$ cat src/rtl/board_refill.sv
// board_refill: fills the empty cells (colour 0) of an 8x8 game board with
// pseudo-random colours from a free-running 16-bit LFSR.
//
// A board snapshot is latched on start. The 64 cells are then scanned one per
// cycle in row-major order, and the refilled board is published with a
// one-cycle generated pulse.
//
// Ports:
//   clk        system clock, rising edge
//   rst_n      synchronous active-low reset
//   start      request a refill pass (sampled only while idle)
//   board_in   192-bit board snapshot, cell i at bits i*3 +: 3, 0 = empty
//   board_out  last refilled board, same packing, held between passes
//   busy       high while a pass is in progress
//   generated  one-cycle pulse when board_out has just been updated
//   fill_count number of cells filled in the last pass (0..64)
module board_refill #(
    parameter int          NUM_COLORS = 5,
    parameter logic [15:0] SEED       = 16'hACE1
) (
    input  logic         clk,
    input  logic         rst_n,
    input  logic         start,
    input  logic [191:0] board_in,
    output logic [191:0] board_out,
    output logic         busy,
    output logic         generated,
    output logic [6:0]   fill_count
);

    localparam logic [2:0] NC3 = 3'(NUM_COLORS);

    typedef enum logic [0:0] {
        IDLE = 1'b0,
        SCAN = 1'b1
    } state_t;

    state_t         state_q, state_d;
    logic [191:0]   work_q, work_d;
    logic [191:0]   board_out_q, board_out_d;
    logic [5:0]     idx_q, idx_d;
    logic [6:0]     cnt_q, cnt_d;
    logic [6:0]     fill_q, fill_d;
    logic [15:0]    lfsr_q, lfsr_d;
    logic           busy_q, busy_d;
    logic           gen_q, gen_d;

    logic [7:0]     base_s;
    logic [2:0]     cell_s;
    logic [2:0]     colour_s;
    logic [191:0]   work_upd_s;
    logic [6:0]     cnt_upd_s;

    // Fibonacci step for x^16+x^14+x^13+x^11+1.
    function automatic logic [15:0] lfsr_step(input logic [15:0] l);
        return {l[14:0], l[15] ^ l[13] ^ l[12] ^ l[10]};
    endfunction

    // Fold a 3-bit raw value into the legal colour range 1..NUM_COLORS.
    function automatic logic [2:0] map_colour(input logic [2:0] c);
        if (c < NC3) begin
            return c + 3'd1;
        end else begin
            return c - NC3 + 3'd1;
        end
    endfunction

    // Cell datapath, next-state logic and output staging.
    always_comb begin
        state_d     = state_q;
        work_d      = work_q;
        board_out_d = board_out_q;
        idx_d       = idx_q;
        cnt_d       = cnt_q;
        fill_d      = fill_q;
        busy_d      = busy_q;
        gen_d       = 1'b0;
        lfsr_d      = lfsr_step(lfsr_q);

        base_s     = {2'b00, idx_q} * 8'd3;
        cell_s     = work_q[base_s +: 3];
        colour_s   = map_colour(lfsr_q[2:0]);
        work_upd_s = work_q;
        cnt_upd_s  = cnt_q;
        if (cell_s == 3'd0) begin
            work_upd_s[base_s +: 3] = colour_s;
            cnt_upd_s               = cnt_q + 7'd1;
        end else begin
            work_upd_s = work_q;
            cnt_upd_s  = cnt_q;
        end

        case (state_q)
            IDLE: begin
                if (start) begin
                    work_d  = board_in;
                    idx_d   = 6'd0;
                    cnt_d   = 7'd0;
                    busy_d  = 1'b1;
                    state_d = SCAN;
                end else begin
                    busy_d  = 1'b0;
                    state_d = IDLE;
                end
            end
            SCAN: begin
                work_d = work_upd_s;
                cnt_d  = cnt_upd_s;
                // Terminate on the last index explicitly rather than on wrap,
                // so the final cell is folded into the published board.
                if (idx_q == 6'd63) begin
                    board_out_d = work_upd_s;
                    fill_d      = cnt_upd_s;
                    gen_d       = 1'b1;
                    busy_d      = 1'b0;
                    idx_d       = 6'd0;
                    state_d     = IDLE;
                end else begin
                    idx_d   = idx_q + 6'd1;
                    state_d = SCAN;
                end
            end
            default: begin
                busy_d  = 1'b0;
                state_d = IDLE;
            end
        endcase
    end

    // State and datapath registers with synchronous active-low reset.
    always_ff @(posedge clk) begin
        if (!rst_n) begin
            state_q     <= IDLE;
            work_q      <= 192'd0;
            board_out_q <= 192'd0;
            idx_q       <= 6'd0;
            cnt_q       <= 7'd0;
            fill_q      <= 7'd0;
            lfsr_q      <= SEED;
            busy_q      <= 1'b0;
            gen_q       <= 1'b0;
        end else begin
            state_q     <= state_d;
            work_q      <= work_d;
            board_out_q <= board_out_d;
            idx_q       <= idx_d;
            cnt_q       <= cnt_d;
            fill_q      <= fill_d;
            lfsr_q      <= lfsr_d;
            busy_q      <= busy_d;
            gen_q       <= gen_d;
        end
    end

    assign board_out  = board_out_q;
    assign busy       = busy_q;
    assign generated  = gen_q;
    assign fill_count = fill_q;

endmodule

$ cat config.mk
export PLATFORM = sky130hd
export DESIGN_NAME = board_refill
export DESIGN_NICKNAME = d
export VERILOG_FILES = /design/src/rtl/board_refill.sv
export SDC_FILE = /design/constraint.sdc
export NUM_CORES = 1
export LEC_CHECK = 0
export CORE_MARGIN = 5
export CORE_UTILIZATION = 30
export CTS_CLUSTER_SIZE = 25
export DETAILED_ROUTE_END_ITERATION = 6
export HOLD_SLACK_MARGIN = 0.1
export PLACE_DENSITY = 0.56
export REMOVE_ABC_BUFFERS = 1
export SLEW_MARGIN = 15
export SYNTH_ARGS = -nofsm -noshare
export SYNTH_HDL_FRONTEND = slang
export SYNTH_SLANG_ARGS = --single-unit
export TNS_END_PERCENT = 50
$ cat constraint.sdc
create_clock -name clk -period 2.9 [get_ports clk]
set_input_delay 0.435 -clock clk [delete_from_list [all_inputs] [get_ports clk]]
set_output_delay 0.435 -clock clk [all_outputs]
set_load 0.02 [all_outputs]
-- Word level (Yosys, flattened, before mapping)
Cells that the tools add are included.
- register bits after elaboration: 423
- input bits: 195
- output and inout port bits: 201
- logic and storage cells: 47
- add/subtract/negate cells: 6
- $mul: 1
- $lt $le $gt $ge: 1
- equality and inequality tests: 3
- shift operators: 3
- multiplexer cells: 17
- bitwise operators: 4
- reduce and logical (&&, ||, !) cells: 3
- operators with widths (operator ; number):
    $mux W192 ; 2
    $pmux W192 S2 ; 1
    $bwmux W192 ; 1
    $shift A3 B10 Y192 const A ; 1
    $shiftx A192 B9 Y3 ; 1
    $shiftx A3 B10 Y192 ; 1
    $mux W7 ; 2
    $pmux W7 S2 ; 1
    $mux W6 ; 2
    $pmux W6 S2 ; 1
    $neg A8 Y10 ; 1
    $mul A6 B2 Y8 const B ; 1
    $add A7 B1 Y7 const B ; 1
    $add A3 B1 Y3 const B ; 2
    $add A6 B1 Y6 const B ; 1
    $eq A6 B6 Y1 const B ; 1
    $mux W1 ; 4
    $pmux W1 S2 ; 2
    $reduce_and A2 Y1 ; 2
    $logic_not A3 Y1 ; 1
    $lt A3 B3 Y1 const B ; 1
    $mux W3 ; 1
    $sub A3 B3 Y3 const B ; 1
    $xor A1 B1 Y1 ; 3
    3 further kinds ; 3

-- Logic depth before layout (Yosys ltp)
- word-level depth: 7
- mapped depth: 13
- mapped depth without buffers: 10

-- Worst setup path before layout
Ideal clock, no wire load.
- path type: register to register
- start point: reg idx_q[1]
- end point: reg work_q[175]
- arrival: 2.905 ns
- path slack: -0.121 ns
- stages on the path, launching flop included: 13
- path buffers: 3
- period minus slack after synthesis: 3.021 ns
- cell sequence: dfxtp_1 > buf_4 > buf_6 > clkinv_1 > ha_1 > nand2b_1 > nor2_1 > xor2_1 > nand2_1 > buf_1 > nor3_2 > mux2_1 > o211a_1
- word-level cells in the longest chain between the ends: 6
- elaborated cells on any way between the ends: 9
- classes of those cells: add/sub: 1; mul: 1; shift: 3; mux: 3; reduce/logical: 1
- ends and longest elaborated chain (what ; line ; source):
    from (decl) ; 41 ; logic [5:0] idx_q, idx_d;
    from (signal assigned) ; 146 ; idx_q <= idx_d;
    $mul A6 B2 Y8 (*) ; 80 ; base_s = {2'b00, idx_q} * 8'd3;
    $neg A8 Y10 ; 86 ; work_upd_s[base_s +: 3] = colour_s;
    $shiftx A3 B10 Y192 or $shift A3 B10 Y192 (tied branches) ; 86 ;
    $bwmux W192 ; 86 ;
    $mux W192 (*) ; 85 ; if (cell_s == 3'd0) begin
    $pmux W192 S2 (*) ; 93 ; case (state_q)
    to (signal assigned) ; 144 ; work_q <= work_d;
    to (decl) ; 39 ; logic [191:0] work_q, work_d;
Every way passes the cells marked *; elsewhere a longest branch is shown, timed or not.
A chain may end at the register's enable or synchronous reset.

-- Worst setup path in the final report
- start point: reg idx_q[1]
- end point: reg work_q[187]
The elaborated chain is that of the path after synthesis.

==> run summary <==
CTS tree -> done
Syn avg cell area -> 9.89 sq um
Final WS setup -> -0.279 ns
Final hold slack -> 0.148 ns
RSZ-0062 raised after global routing -> yes
Cells after Synth -> 2017
Slew @ Worst Pin -> 1.06 ns
Via count -> 19300
CP Data Required Time -> 3.33 ns
Clock buffer depth -> 3
Total GRT Usage -> 23.0%
Hold Path Class -> in2reg
Max_cap viols -> 0
I/O pin cnt -> 396
Crit path cell chain -> buf_12, buf_4, nor4_2, a21oi_2, a211oi_2, or3_4, a21oi_4, buf_12, buf_12, buf_6, nor4_4, buf_6, mux2i_2, o22ai_1
Clk sinks -> 423
Grt total ovfl -> 0
CP dominant cell by count -> buf_12
Commonest non-fill, non-tap cell in the layout -> dfxtp_1
Root buf cell -> clkbuf_16
Starting density of the core -> 30.3%
Post-synth ARST share -> 0%
CP peak stage delay -> 0.43 ns
Die height -> 268 um
Vias per cell -> 5.45
Unique masters post-synth -> 73
Count of final max-slew check failures -> 0
Share of post-route cells with drive strength above 1 -> 30.4%
Worst-path maximum fanout -> 14
Switching power share of the total -> 28.0%
Pwr Total -> 15.7 mW
Clk pin slew, worst setup/hold paths -> 0.06 ns
Setup TNS -> -35.83 ns
Violated checks -> setup timing
CP Launch Type -> flop
Slowest CP cell -> nor4_2
Clock period minus worst slack -> 3.18 ns
Worst setup startpoint -> idx_q[1]$_SDFFE_PN0P_
Most common flop cell mapped by yosys -> dfxtp_1
Fin. Hold Viols -> 0
Post-DP HPWL -> 63.1 mm
First-pass GRT wire length -> 126 mm
Hold path start -> rst_n
Max Fclk -> 315 MHz
Die area -> 71700 sq um
Initial antenna violation count -> 6
Reg2reg start -> idx_q[1]$_SDFFE_PN0P_
Sequential area share after synthesis -> 42.5%
Cts hold-fix bufs -> 0
Internal -> 11.3 mW
Crit path kind -> reg2reg
Layout area overhead -> 53.0%
Die width -> 268 um
Synth warnings -> 0
PortBufs -> 395
Clock power share -> 41.0%
Slew margin rel. -> 29.0%
Psw -> 4.38 mW
Nets -> 2831
PwrDens -> 513 nW/um^2
Largest net degree at the start of global routing -> 122
Mapped Area -> 19900 sq um
Post-route ant nets -> 0
Clock skew -> 0.0167 ns
DRT Pass-1 Iters -> 6
Most frequent cells in the layout -> dfxtp_1, clkdlybuf4s50_1, buf_4
CTS H-tree depth -> 2
DRC viols -> 0
Setup violators final -> 218
Max VDD drop -> 395 uV
Outcome -> finished with violations
Latest clock arrival within the worst-skew pair -> 0.58 ns
Register bit total from synthesis -> 423
Fin crit share -> 110%
WP data arrival -> 3.61 ns
Iter 0 DRT Violations -> 1639
Comb pwr share -> 18.6%
Routed wire length -> 89.7 mm
CORE AREA -> 65900 sq um
Placer Congestion -> 0.866
Inserted Clock Buffers -> 48
Part of the power in registers -> 40.4%
Wire per inst -> 25.4 um
CP endpoint kind -> flop
Number of global-route vias before repair -> 19200
Leakage -> 11.5 nW
Post-synth EDFFs -> 0
Std-Cell Rows -> 94
metal layers:
metal	global-route usage, %	up-vias	wire, um
li1	-	8886	-
met1	30.9	9516	38700
met2	38.3	711	42900
met3	3.91	133	5620
met4	6.46	8	2440
met5	0	-	74
Yosys cell counts (all sizes together), types with 2 or more instances:
cell type,n,area (sq um)
dfxtp,423,8470
o21ai,189,946
a22o,177,1550
mux2,152,1710
mux2i,150,1500
clkbuf,143,537
nand2,120,450
a21oi,103,527
nor2,95,359
a221oi,54,473
nor3,53,408
buf,42,243
and2,32,200
nor4,32,425
nand3,28,140
a211oi,25,188
o221ai,22,193
o22ai,17,106
mux4,14,315
nand2b,12,75.1
xnor2,11,96.3
a31oi,9,56.3
inv,9,33.8
o211a,9,90.1
o311ai,9,78.8
ha,7,87.6
a21boi,6,45.0
nor3b,6,50.1
nor4b,6,97.6
nand3b,5,37.5
o311a,5,50.1
nor2b,4,25.0
or4,4,30.0
xor2,4,35.0
and3,3,18.8
nand4,3,18.8
nand4b,3,26.3
o211ai,3,22.5
or3,3,18.8
a21o,2,15.0
a22oi,2,15.0
a31o,2,17.5
clkinv,2,7.51
o21a,2,15.0
o31ai,2,15.0
cells by family (layout without fill, tap and decap cells):
kind of cell             after synthesis  count (layout)  synth area share (%)
flip-flops                           423             423                  42.5
XOR/XNOR                              15              15                 0.659
buffers and inverters                196             842                  4.12
AND/OR/NAND/NOR                      412             413                  12.1
multiplexers                         316             316                  17.7
other                                  0               2                     0
adder cells (fa/ha/maj)                7               7                 0.439
AO/OA/AOI/OAI                        648             648                  22.6
critical path: cells and delay by family, from the launching register on:
family,cells,cell delay [ns]
multiplexers,1,0.24
AO/OA/AOI/OAI,4,0.56
buffers and inverters,6,0.97
AND/OR/NAND/NOR,3,0.88
flip-flops,1,0.37
what timing repair did:
action / in CTS / in global routing
pin swaps: 38 / 57
buffers inserted: 26 / 32
endpoints found under the setup margin: 228 / 227
gates cloned: 1 / 8
resized for setup: 92 / 183
final cells by class:
| cell class | count | area, sq um |
|---|---|---|
| Inverter | 11 | 58.8 |
| Clock inverter | 26 | 293 |
| Fill cell | 6138 | 35300 |
| Antenna cell | 2 | 5.00 |
| Timing Repair Buffer | 746 | 7510 |
| Clock buffer | 59 | 1350 |
| Tap cell | 864 | 1080 |
| Sequential cell | 423 | 8480 |
| Multi-Input combinational cell | 1399 | 11800 |
path summary, 6_finish.rpt:
path                                                  to  slack, ns  depth (start not counted)
worst min register to register      lfsr_q[5]$_SDFF_PN1_       0.41                          1
worst min-delay path                lfsr_q[5]$_SDFF_PN1_       0.15                          2
worst max register to register  work_q[187]$_SDFFE_PN0P_      -0.28                         14
worst max-delay path            work_q[187]$_SDFFE_PN0P_      -0.28                         14
state kept, by name (all words and copies together) (netlist names):
register / flops
generated: 1
lfsr_q: 16
board_out: 192
fill_count: 7
state_q: 1
busy: 1
cnt_q: 7
work_q: 192
idx_q: 6
stage by stage:
stage	cell area, sq um	worst slack, ns	instances	utilization (%)
detailed placement	26900	-0.914	3376	40.8
CTS	29100	-0.222	3488	44.2
finish	30500	-0.279	3530	46.3
floorplan	19200	-15.07	1832	-
global route	30500	-0.360	3530	46.3
global placement	26900	-0.927	3376	40.8
power groups by stage:
stage	clock, mW	sequential [mW]	combinational (mW)
after floorplan	0	6.40	1.04
after global placement	0	6.43	2.48
after detailed placement	0	6.44	2.51
after CTS	6.53	6.32	2.66
after global routing	6.77	6.36	3.07
final	6.42	6.34	2.91
No activity file was read; power rests on OpenSTA's default activity.
